===== src/rtl/cp0_int_ctrl.sv =====
// CP0 interrupt and timer controller: Count/Compare with prescaler, Cause.IP pending
// field, synchronised level/edge external lines and the interrupt request/priority encode.
module cp0_int_ctrl #(
   parameter int unsigned NUM_HW_INT      = 6,
   parameter int unsigned SYNC_STAGES     = 2,
   parameter logic [5:0]  EDGE_MASK       = 6'b000000,
   parameter int unsigned COUNT_DIV       = 2,
   parameter bit          COMPARE_ZERO_EN = 1'b0
) (
   input  logic                  clk,
   input  logic                  rst_n,
   input  logic                  stall_i,
   input  logic                  wr_en_i,
   input  logic [4:0]            wr_addr_i,
   input  logic [31:0]           wr_data_i,
   input  logic [31:0]           status_i,
   input  logic [NUM_HW_INT-1:0] int_i,
   input  logic [NUM_HW_INT-1:0] int_ack_i,
   output logic [31:0]           count_o,
   output logic [31:0]           compare_o,
   output logic [7:0]            ip_o,
   output logic                  timer_int_o,
   output logic                  int_req_o,
   output logic [2:0]            int_id_o
);

   localparam int unsigned     PRE_W        = 3;
   localparam logic [PRE_W-1:0] PRE_LAST    = PRE_W'(COUNT_DIV - 1);
   localparam logic [4:0]      ADDR_COUNT   = 5'd9;
   localparam logic [4:0]      ADDR_COMPARE = 5'd11;
   localparam logic [4:0]      ADDR_CAUSE   = 5'd13;
   localparam logic [NUM_HW_INT-1:0] EDGE_M = EDGE_MASK[NUM_HW_INT-1:0];

   logic [PRE_W-1:0]      presc_q, presc_d;
   logic [31:0]           count_q, count_d;
   logic [31:0]           compare_q, compare_d;
   logic                  timer_q, timer_d;
   logic [1:0]            sw_q, sw_d;
   logic [NUM_HW_INT-1:0] sync_q [SYNC_STAGES];
   logic [NUM_HW_INT-1:0] sync_d [SYNC_STAGES];
   logic [NUM_HW_INT-1:0] s_dly_q, s_dly_d;
   logic [NUM_HW_INT-1:0] rise_q, rise_d;
   logic [NUM_HW_INT-1:0] pend_q, pend_d;

   logic                  wr_ok, wr_count, wr_compare, wr_cause;
   logic                  tick, timer_hit;
   logic [NUM_HW_INT-1:0] s;
   logic [5:0]            pend_ext;
   logic [7:0]            masked;
   logic [2:0]            id;
   logic                  unused_status;

   assign unused_status = ^{status_i[31:16], status_i[7:3]};

   assign wr_ok      = wr_en_i & ~stall_i;
   assign wr_count   = wr_ok && (wr_addr_i == ADDR_COUNT);
   assign wr_compare = wr_ok && (wr_addr_i == ADDR_COMPARE);
   assign wr_cause   = wr_ok && (wr_addr_i == ADDR_CAUSE);
   assign tick       = (presc_q == PRE_LAST);
   assign timer_hit  = (count_q == compare_q) && ((compare_q != 32'd0) || COMPARE_ZERO_EN);

   // Prescaler and Count; a Count write overrides a coincident tick
   always_comb begin
      presc_d = presc_q + PRE_W'(1);
      count_d = count_q;
      if (tick) begin
         presc_d = '0;
         count_d = count_q + 32'd1;
      end
      if (wr_count) begin
         presc_d = '0;
         count_d = wr_data_i;
      end
   end

   // Compare write clears the sticky timer flag, winning over a same-cycle match
   always_comb begin
      timer_d   = timer_q | timer_hit;
      compare_d = compare_q;
      sw_d      = sw_q;
      if (wr_compare) begin
         timer_d   = 1'b0;
         compare_d = wr_data_i;
      end
      if (wr_cause) begin
         sw_d = wr_data_i[9:8];
      end
   end

   always_comb begin
      sync_d[0] = int_i;
      for (int i = 1; i < int'(SYNC_STAGES); i++) begin
         sync_d[i] = sync_q[i-1];
      end
   end

   assign s = sync_q[SYNC_STAGES-1];

   // Edge lines register the rise before setting pend; set beats a same-cycle ack
   always_comb begin
      s_dly_d = s;
      rise_d  = EDGE_M & s & ~s_dly_q;
      pend_d  = (EDGE_M & (rise_q | (pend_q & ~int_ack_i))) | (~EDGE_M & s);
   end

   always_comb begin
      pend_ext                 = '0;
      pend_ext[NUM_HW_INT-1:0] = pend_q;
   end

   assign ip_o   = {pend_ext[5] | timer_q, pend_ext[4:0], sw_q};
   assign masked = ip_o & status_i[15:8];

   always_comb begin
      id = '0;
      for (int i = 0; i < 8; i++) begin
         if (masked[i]) id = 3'(i);
      end
   end

   assign int_req_o   = status_i[0] & ~status_i[1] & ~status_i[2] & (|masked);
   assign int_id_o    = id;
   assign count_o     = count_q;
   assign compare_o   = compare_q;
   assign timer_int_o = timer_q;

   always_ff @(posedge clk or negedge rst_n) begin
      if (!rst_n) begin
         presc_q   <= '0;
         count_q   <= '0;
         compare_q <= '0;
         timer_q   <= 1'b0;
         sw_q      <= '0;
         s_dly_q   <= '0;
         rise_q    <= '0;
         pend_q    <= '0;
         for (int i = 0; i < int'(SYNC_STAGES); i++) begin
            sync_q[i] <= '0;
         end
      end else begin
         presc_q   <= presc_d;
         count_q   <= count_d;
         compare_q <= compare_d;
         timer_q   <= timer_d;
         sw_q      <= sw_d;
         s_dly_q   <= s_dly_d;
         rise_q    <= rise_d;
         pend_q    <= pend_d;
         for (int i = 0; i < int'(SYNC_STAGES); i++) begin
            sync_q[i] <= sync_d[i];
         end
      end
   end

endmodule


===== config.mk =====
export PLATFORM = sky130hd
export DESIGN_NAME = cp0_int_ctrl
export DESIGN_NICKNAME = d
export VERILOG_FILES = /design/src/rtl/cp0_int_ctrl.sv
export SDC_FILE = /design/constraint.sdc
export NUM_CORES = 1
export LEC_CHECK = 0
export ABC_CLOCK_PERIOD_IN_PS = 2900
export BUFFER_PORTS_ARGS = -buffer_cell sky130_fd_sc_hd__buf_2
export CORE_MARGIN = 2
export CORE_UTILIZATION = 49
export CTS_CLUSTER_DIAMETER = 100
export CTS_CLUSTER_SIZE = 10
export DETAILED_ROUTE_END_ITERATION = 10
export GPL_TIMING_DRIVEN = 0
export MAX_ROUTING_LAYER = met4
export PLACE_DENSITY = 0.88
export SYNTH_ARGS = -nofsm -noshare
export SYNTH_HDL_FRONTEND = slang
export SYNTH_SLANG_ARGS = --single-unit

===== constraint.sdc =====
create_clock -name clk -period 2.9 [get_ports clk]
set_input_delay 0.29 -clock clk [delete_from_list [all_inputs] [get_ports clk]]
set_output_delay 0.29 -clock clk [all_outputs]
set_load 0.03 [all_outputs]

==> flow_summary_export.csv, run 1 <==
group,metric,value,unit
run_status,outcome,"complete, no violations",
floorplan,io_pins,162,
pwr,irDropWorstVdd,0.000380,V
yosys,yosys_warnings,0,
setup_path,cp.arrival,2.67,ns
placement,gp_congestion,0.899,
global_routing,grt_pass1_vias,3541,
clock_tree,clkLatencyLatePin,0.37,ns
setup_path,crit_required,3.19,ns
placement,place.port_buffers,134,
setup_path,cpLargestDelayFamily,"simple AND/OR/NAND/NOR gates",
clock_tree,clkSinkCount,88,
global_routing,grt_overflow,0,
floorplan,dieArea,9440,um2
detailed_routing,vias,3661,
yosys,synth_fp_nets,475,
cells_and_area,diodes,0,
setup_path,end_kind,"flop",
timing,finalCritPeriodShare,82.3,%
floorplan,rows,33,
detailed_routing,drc,0,
setup_path,critical_path_class,"reg -> reg",
clock_tree,htreeDepth,3,
timing,maxSlewHeadroom,53.5,%
clock_tree,cts_resized,0,
hold_path,min_path_cells,1,
setup_path,max_stage_delay,0.49,ns
cells_and_area,nets,622,
timing,rsz0062_at_grt,"false",
clock_tree,cts_tree,"built",
floorplan,die-height,97.2,um
cells_and_area,fin_area,5290,um2
pwr,powerDensity,745,nW/um2
yosys,syn-instance-count,389,
placement,dpl-instance-area,5080,um2
timing,finalHoldViolCount,0,
timing,worstMarginPinSlew,0.692,ns
run,cap_violations,0,
floorplan,die_w,97.2,um
yosys,synth.avg_cell_area,10.9,um2
timing,holdWs,0.0179,ns
floorplan,fp.coreArea,8300,um2
clock_tree,cts_root_buf,"clkbuf_8",
yosys,synth.cell_area,4250,um2
placement,hpwl,8.76,mm
yosys,synth_top_area_share,51.8,%
timing,skew,0.0128,ns
yosys,synthDistinctLibCells,41,
detailed_routing,final_antenna_net_count,0,
timing,setup-tns-final,0,ns
setup_path,ff2ff_path_depth,6,
detailed_routing,drt_iter0_drc,302,
cells_and_area,layout-drive-gt1-share,36.8,%
yosys,yosysTopAreaCell,"dfrtp_1",
global_routing,grt_pass1_wl,18.2,mm
setup_path,path_cells,"nand3_1 -> nor3_1 -> buf_1 -> nand3_2 -> or4_1 -> a31oi_1",
global_routing,grt_usage,24.8,%
setup_path,crit_path_top_delay_cell,"dfrtp_1",
cells_and_area,fin_util,63.7,%
detailed_routing,vias_per_cell,5.67,
timing,finalSetupViolCount,0,
detailed_routing,route.final.wire_length,11.5,mm
timing,fmax,419,MHz
global_routing,grt_max_degree,59,
timing,fin_crit,2.39,ns
clock_tree,cts-buffers-inserted,9,
setup_path,cp_max_fo,10,
clock_tree,cts.clk_slew.worst_paths,0.10,ns
setup_path,cp.depth,6,
yosys,synth-seq-area-share,51.8,%
detailed_routing,dr.pass1.iters,5,
setup_path,worstSetupStartpointType,"flop",
cells_and_area,area_delta_synth_final,24.4,%
clock_tree,cts_max_path_buffers,2,
yosys,synthTopCellsByArea,"dfrtp_1 (52%), xor2_1 (11%), mux2_2 (9.3%), nand2_1 (3.6%), nor4_1 (2.5%)",
yosys,synth_seq_cells,88,
pwr,leakage,2.44,nW
setup_path,worst-path-buf-inv,1,
floorplan,initial_core_util,51.2,%
global_routing,grt_antenna_before_repair,0,
detailed_routing,wl_per_cell,17.7,um
timing,slew_violations,0,
hold_path,hold_class,"in -> reg",
[placed cells by master (no fill, tap or decap), types with 12 or more instances in the layout]
| cell | instances |
|---|---|
| nand4_1 | 13 |
| dfrtp_1 | 88 |
| buf_2 | 133 |
| o21ai_0 | 21 |
| nor2_1 | 17 |
| nand3_1 | 14 |
| mux2_2 | 35 |
| xor2_1 | 52 |
| nor4_1 | 17 |
| nand2_1 | 41 |
| clkbuf_1 | 12 |
[cells by family (layout without fill, tap and decap cells)]
group / Yosys count / count (layout) / share of synthesized area, %
XOR/XNOR: 59 / 59 / 12.2
multiplexers: 36 / 36 / 9.51
AO/OA/AOI/OAI: 46 / 46 / 6.30
adder cells (fa/ha/maj): 1 / 1 / 0.294
AND/OR/NAND/NOR: 136 / 136 / 17.3
flip-flops: 88 / 88 / 51.8
buffers and inverters: 23 / 175 / 2.65
[worst paths after layout]
path                             from      endpoint  slack (ns)
setup / recovery           count_o[7]   count_o[28]        0.51
hold / removal               int_i[5]     sync_d[5]        0.02
setup reg to reg           count_o[7]   count_o[28]        0.51
hold reg to reg             sync_d[1]     pend_d[1]        0.36
max in group asynchronous       rst_n   pend_ext[5]        1.90
min in group asynchronous       rst_n  compare_o[6]        0.38
[through the flow]
stage | std cells | worst slack [ns] | total power [mW]
final | 646 | 0.515 | 3.94
after global routing | 646 | 0.404 | 4.12
after CTS | 646 | 0.511 | 3.93
after detailed placement | 629 | 0.596 | 3.10
after global placement | 628 | 0.659 | 3.05
after floorplan | 389 | 0.616 | 2.62
[synthesized netlist by cell type (all sizes together)]
library cell  instances
or4                   4
xor2                 52
nand3                16
nor3                 10
o21ai                25
mux2i                 1
o21bai                1
a21oi                 5
mux2                 35
o211a                 1
or3b                  1
and2                  3
clkbuf               12
nand4                13
a32oi                 1
dfrtp                88
o21a                  1
ha                    1
o31ai                 2
nor4                 19
and4                  1
a22oi                 3
a22o                  1
or4b                  1
and3                  3
inv                   4
nor2                 17
nand4b                1
xnor2                 7
buf                   7
nor3b                 1
nand2                41
or2                   1
a31oi                 6
or3                   4
[registers in the layout, summed over array words and instances (netlist names)]
register,count
sw_q,2
sync_d,6
pend_d,6
compare_o,32
pend_ext,6
timer_int_o,1
presc_q,3
count_o,32
[per-layer routing]
metal,wire [um],track usage [%],vias to the layer above
met2,5450,38.9,213
met3,1080,5.61,19
met5,0,-,-
met4,114,6.50,0
met1,4820,33.0,1755
li1,-,-,1674
[repair_timing]
action / CTS / global route
buffers inserted: 0 / 0
setup endpoints to repair: 0 / 0
hold endpoints to repair: 30 / 0
hold buffers: 1 / 0
[power by group]
part,switching [mW],internal [mW],total [mW]
Combinational,0.858,0.465,1.32
Clock,0.506,0.338,0.843
Sequential,0.333,1.44,1.77
[cell type report]
cell class / count / area (um2)
clock inverter: 7 / 72.6
multi-input combinational: 278 / 1940
inverter: 4 / 15.0
clock buffer: 9 / 124
timing repair buffer: 136 / 711
tap: 105 / 131
buffer: 19 / 97.6
fill: 703 / 3010
sequential: 88 / 2200
(Power assumes the default switching activity.)
==> run 2, diff against run 1 <==
- ABC_CLOCK_PERIOD_IN_PS: 2900 -> 2300
- clock period: 2.9 -> 2.3 ns (I/O delays scaled with it)
==> run 2 against run 1 <==
Total power grew 27%. Clock power grew 26%. Die area is the same. Maximum frequency grew 9.1%. Largest power group unchanged. Flip-flop and latch count is the same. Combinational power grew 28%. Clock skew is essentially flat.
==> flow_summary_export.csv, run 2 (synthesis gave the netlist of run 1 again) <==
group,metric,value,unit
run_status,outcome,"complete, no violations",
timing,worstMarginPinSlew,0.788,ns
timing,worst_slack,0.113,ns
timing,slew_violations,0,
pwr,powerDensity,926,nW/um2
cells_and_area,area_delta_synth_final,26.6,%
setup_path,cp.arrival,2.48,ns
clock_tree,cts_tree,"built",
detailed_routing,route.final.wire_length,11.7,mm
setup_path,worst-path-buf-inv,1,
timing,rsz0062_at_grt,"false",
global_routing,grt_pass1_vias,3577,
clock_tree,htreeDepth,3,
hold_path,hold_class,"in -> reg",
pwr,leakage,2.48,nW
setup_path,cp_max_fo,7,
placement,post-place-ws,0.0449,ns
setup_path,reg2reg_to,"count_o[8]",
global_routing,grt_antenna_before_repair,0,
cells_and_area,diodes,0,
floorplan,initial_core_util,51.2,%
clock_tree,cts_root_buf,"clkbuf_8",
clock_tree,cts_max_path_buffers,2,
cells_and_area,nets,630,
setup_path,cp-startpoint,"presc_q[1]",
hold_path,min_path_cells,3,
setup_path,end_kind,"flop",
timing,setup-tns-final,0,ns
hold_path,min_from,"wr_data_i[20]",
cells_and_area,mostFrequentLayoutCell,"buf_2",
placement,gp_congestion,0.899,
global_routing,grt_pass1_wl,18.4,mm
global_routing,grt_usage,25.1,%
timing,skew,0.0124,ns
clock_tree,clkSinkCount,88,
detailed_routing,final_antenna_net_count,0,
cells_and_area,final_cell_mix,"buf_2 (132), dfrtp_1 (88), xor2_1 (52)",
floorplan,dieArea,9440,um2
setup_path,rrSetupSlack,0.11,ns
setup_path,r2r_start,"presc_q[1]",
detailed_routing,vias_per_cell,5.65,
placement,numPlacedInstances,629,
global_routing,grt_max_degree,59,
setup_path,critical_path_class,"reg -> reg",
placement,hpwl,8.76,mm
setup_path,max_stage_delay,0.66,ns
cells_and_area,final_cells,654,
detailed_routing,drc,0,
detailed_routing,vias,3698,
setup_path,crit_path_top_delay_cell,"nor3_1",
detailed_routing,drt_iter0_drc,278,
setup_path,cpLargestDelayFamily,"simple AND/OR/NAND/NOR gates",
floorplan,fp.coreArea,8300,um2
global_routing,grt_overflow,0,
floorplan,die-height,97.2,um
clock_tree,cts-buffers-inserted,9,
clock_tree,clkLatencyLatePin,0.37,ns
timing,finalCritPeriodShare,95.1,%
run,cap_violations,0,
timing,maxSlewHeadroom,47.1,%
hold_path,whs_endpoint,"count_o[20]",
floorplan,io_pins,162,
setup_path,path_cells,"or3b_1 -> buf_6 -> nor3_1 -> nand2_1 -> xor2_1 -> o21ai_0",
floorplan,rows,33,
placement,dpl-instance-area,5080,um2
cells_and_area,layout-drive-gt1-share,37.3,%
timing,fmax,457,MHz
timing,finalHoldViolCount,0,
pwr,irDropWorstVdd,0.000478,V
setup_path,crit_required,2.59,ns
cells_and_area,fin_area,5380,um2
detailed_routing,wl_per_cell,17.8,um
floorplan,die_w,97.2,um
placement,place.port_buffers,134,
detailed_routing,dr.pass1.iters,5,
pwr,power,4.99,mW
setup_path,ff2ff_path_depth,6,
timing,finalSetupViolCount,0,
setup_path,worstSetupStartpointType,"flop",
timing,fin_crit,2.19,ns
clock_tree,cts.clk_slew.worst_paths,0.10,ns
-- run 2: changes by cell type in the layout (fill, tap and decap cells not counted) --
cell,previous run,this run
and2_1,3,2
and2_4,0,1
buf_1,1,0
buf_2,133,132
buf_4,6,9
clkbuf_2,0,1
dlygate4sd3_1,1,7
nor3_1,9,8
nor3_2,1,2
or2_2,1,0
or2_4,0,1
or3_1,4,3
or3_4,0,1
-- run 2: worst max path at each step --
| stage | endpoint | slack, ns | depth (start not counted) |
|---|---|---|---|
| floorplan | int_req_o | 0.08 | 4 |
| global placement | count_o[28] | 0.09 | 6 |
| detailed placement | count_o[28] | 0.04 | 6 |
| CTS | int_req_o | 0.004 | 5 |
| global route | count_o[27] | 0.0007 | 5 |
| finish | count_o[8] | 0.11 | 6 |
-- run 2: cell type report --
cell class | instances | area, um2
Clock inverter | 7 | 72.6
Multi-Input combinational cell | 278 | 1950
Sequential cell | 88 | 2200
Tap cell | 105 | 131
Buffer | 19 | 98.8
Fill cell | 684 | 2920
Timing Repair Buffer | 144 | 788
Clock buffer | 9 | 124
Inverter | 4 | 15.0
-- run 2: report_power, final --
| group | switching (mW) | total, mW | internal, mW | leakage, nW |
|---|---|---|---|---|
| clock network | 0.634 | 1.06 | 0.426 | 0.0970 |
| registers | 0.424 | 2.24 | 1.82 | 1.05 |
| logic | 1.09 | 1.69 | 0.598 | 1.33 |
| total | 2.15 | 4.99 | 2.84 | 2.48 |
-- run 2: worst register-to-register path: stages (launching register included) --
cell,delay [ns]
dfrtp_1,0.43
or3b_1,0.38
buf_6,0.15
nor3_1,0.66
nand2_1,0.17
xor2_1,0.17
o21ai_0,0.16
-- run 2: per-stage QoR --
stage | hold WS [ns] | util, %
after global placement | 0.332 | 60.9
after detailed placement | 0.185 | 61.3
final | 0.0773 | 64.9
after CTS | 0.0844 | 64.6
after global routing | 0.0858 | 64.9
after floorplan | -0.0656 | -
-- run 2: what timing repair did --
action                     4_1_cts  5_1_grt
setup buffers                    1        1
pin swaps                        0        2
hold buffers                     7        0
resized for setup                1        5
setup endpoints to repair        1        5
hold endpoints to repair        36        0
-- run 2: routing by layer --
metal  share of wire [%]  wire length (um)  vias to the layer above  global-route usage, %
met5                   0                 0                        -                      -
met4                 1.0               122                        0                   6.50
met3                 9.1              1060                       17                   5.54
met2                  48              5570                      203                   39.4
met1                  42              4910                     1785                   33.5
li1                    -                 -                     1693                      -
==> run 3, diff against run 2 <==
- SETUP_SLACK_MARGIN: default -> 0.3
==> run 3 against run 2 <==
Maximum frequency is 4.4% higher. Non-clock buffer count is 16 higher. Sequential share of layout area is 0.96 points lower. Largest cell class unchanged.
==> flow_summary_export.csv, run 3 (synthesis gave the netlist of run 1 again) <==
group,metric,value,unit
run_status,outcome,"complete, no violations",
cells_and_area,nets,646,
detailed_routing,vias,3902,
pwr,irDropWorstVdd,0.000572,V
cells_and_area,layout-drive-gt1-share,42.1,%
placement,hpwl,8.99,mm
clock_tree,clkSinkCount,88,
hold_path,min_from,"wr_data_i[4]",
cells_and_area,diodes,0,
detailed_routing,dr.pass1.iters,5,
clock_tree,cts_root_buf,"clkbuf_8",
detailed_routing,final_antenna_net_count,0,
floorplan,dieArea,9440,um2
placement,post-place-ws,0.00100,ns
setup_path,end_kind,"output port",
timing,holdWs,0.0873,ns
detailed_routing,drc,0,
cells_and_area,area_delta_synth_final,30.5,%
setup_path,max_stage_delay,0.40,ns
timing,finalHoldViolCount,0,
detailed_routing,drt_iter0_drc,347,
cells_and_area,final_cell_mix,"buf_2 (132), dfrtp_1 (76), xor2_1 (52)",
floorplan,fp.coreArea,8300,um2
global_routing,grt_usage,27.3,%
global_routing,grt_pass1_wl,19.9,mm
clock_tree,clkLatencyLatePin,0.36,ns
placement,gp_congestion,0.927,
floorplan,die_w,97.2,um
timing,maxSlewHeadroom,51.2,%
timing,skew,0.0110,ns
timing,setup-tns-final,0,ns
global_routing,grt_antenna_before_repair,0,
timing,slew_violations,0,
global_routing,grt_pass1_vias,3832,
clock_tree,cts.clk_slew.worst_paths,0.10,ns
setup_path,cp_max_fo,3,
timing,rsz0062_at_grt,"true",
pwr,powerDensity,938,nW/um2
setup_path,r2r_start,"count_o[0]",
timing,worstMarginPinSlew,0.731,ns
setup_path,critical_path_class,"reg -> out",
floorplan,io_pins,162,
setup_path,cp.arrival,1.87,ns
detailed_routing,route.final.wire_length,12.7,mm
floorplan,rows,33,
run,cap_violations,0,
setup_path,worstSetupStartpointType,"flop",
timing,finalCritPeriodShare,91.1,%
global_routing,grt_max_degree,62,
setup_path,path_cells,"or2_4 -> and2_4 -> or3_4 -> o211a_4 -> buf_6",
floorplan,initial_core_util,51.2,%
timing,finalSetupViolCount,0,
clock_tree,cts_max_path_buffers,2,
pwr,leakage,2.56,nW
clock_tree,htreeDepth,3,
cells_and_area,mostFrequentLayoutCell,"buf_2",
timing,worst_slack,0.204,ns
clock_tree,cts-buffers-inserted,9,
detailed_routing,vias_per_cell,5.82,
timing,fin_crit,2.10,ns
placement,place.port_buffers,134,
clock_tree,cts_tree,"built",
setup_path,cp-startpoint,"timer_int_o",
detailed_routing,wl_per_cell,19.0,um
floorplan,die-height,97.2,um
setup_path,crit_path_top_delay_cell,"dfrtp_1",
hold_path,hold_class,"in -> reg",
cells_and_area,fill_cells,623,
timing,fmax,477,MHz
setup_path,crit_required,2.07,ns
global_routing,grt_overflow,0,
## run 3: stage by stage
step                      instance area [um2]  util, %  power, mW  cells
after floorplan                          4290        -       3.33    389
after global placement                   5090     61.3       3.89    628
after detailed placement                 5120     61.7       3.95    629
after CTS                                5460     65.8       5.06    660
after global routing                     5550     66.9       5.46    670
final                                    5550     66.9       5.20    670
## run 3: layer usage
metal | routed length (um) | vias up | GRT usage (%)
li1 | - | 1722 | -
met1 | 4950 | 1870 | 34.5
met2 | 6120 | 266 | 43.1
met3 | 1330 | 44 | 7.77
met4 | 338 | 0 | 8.23
met5 | 0 | - | -
## run 3: area by class of cell
type                    count  area, um2  area share [%]
well taps                 105        131            2.37
clock inverters             7       67.6            1.22
inverters                   4       15.0           0.271
plain buffers              19        103            1.85
clock buffers               9        124            2.23
flip-flops and latches     88       2220            39.9
repair buffers            160        912            16.4
multi-input cells         278       1980            35.7
## run 3: path summary, 6_finish.rpt
| check | to | slack, ns | depth (start not counted) |
|---|---|---|---|
| worst max-delay path | int_req_o | 0.20 | 5 |
| worst min-delay path | count_o[4] | 0.09 | 3 |
| worst max register to register | count_o[28] | 0.29 | 6 |
| worst min register to register | pend_ext[3] | 0.36 | 0 |
| max in group asynchronous | count_o[21] | 1.34 | 3 |
| min in group asynchronous | compare_o[11] | 0.33 | 2 |
## run 3: timing repair
action / 4_1_cts / 5_1_grt
hold buffers: 7 / 0
gates cloned: 0 / 0
gates resized for setup: 5 / 9
pin swaps: 7 / 10
hold endpoints to repair: 33 / 0
setup buffers: 8 / 10
endpoints found under the setup margin: 15 / 24
## run 3: worst max-delay path: cells and delay by family, from the launching register on
family                 cells  cell delay (ns)
AND/OR/NAND/NOR            3             0.73
buffers and inverters      1             0.13
flip-flops                 1             0.40
AO/OA/AOI/OAI              1             0.24
## run 3: power breakdown
group          switching, mW  internal, mW
combinational           1.19         0.706
sequential             0.420          1.83
clock                  0.636         0.425
total                   2.24          2.96
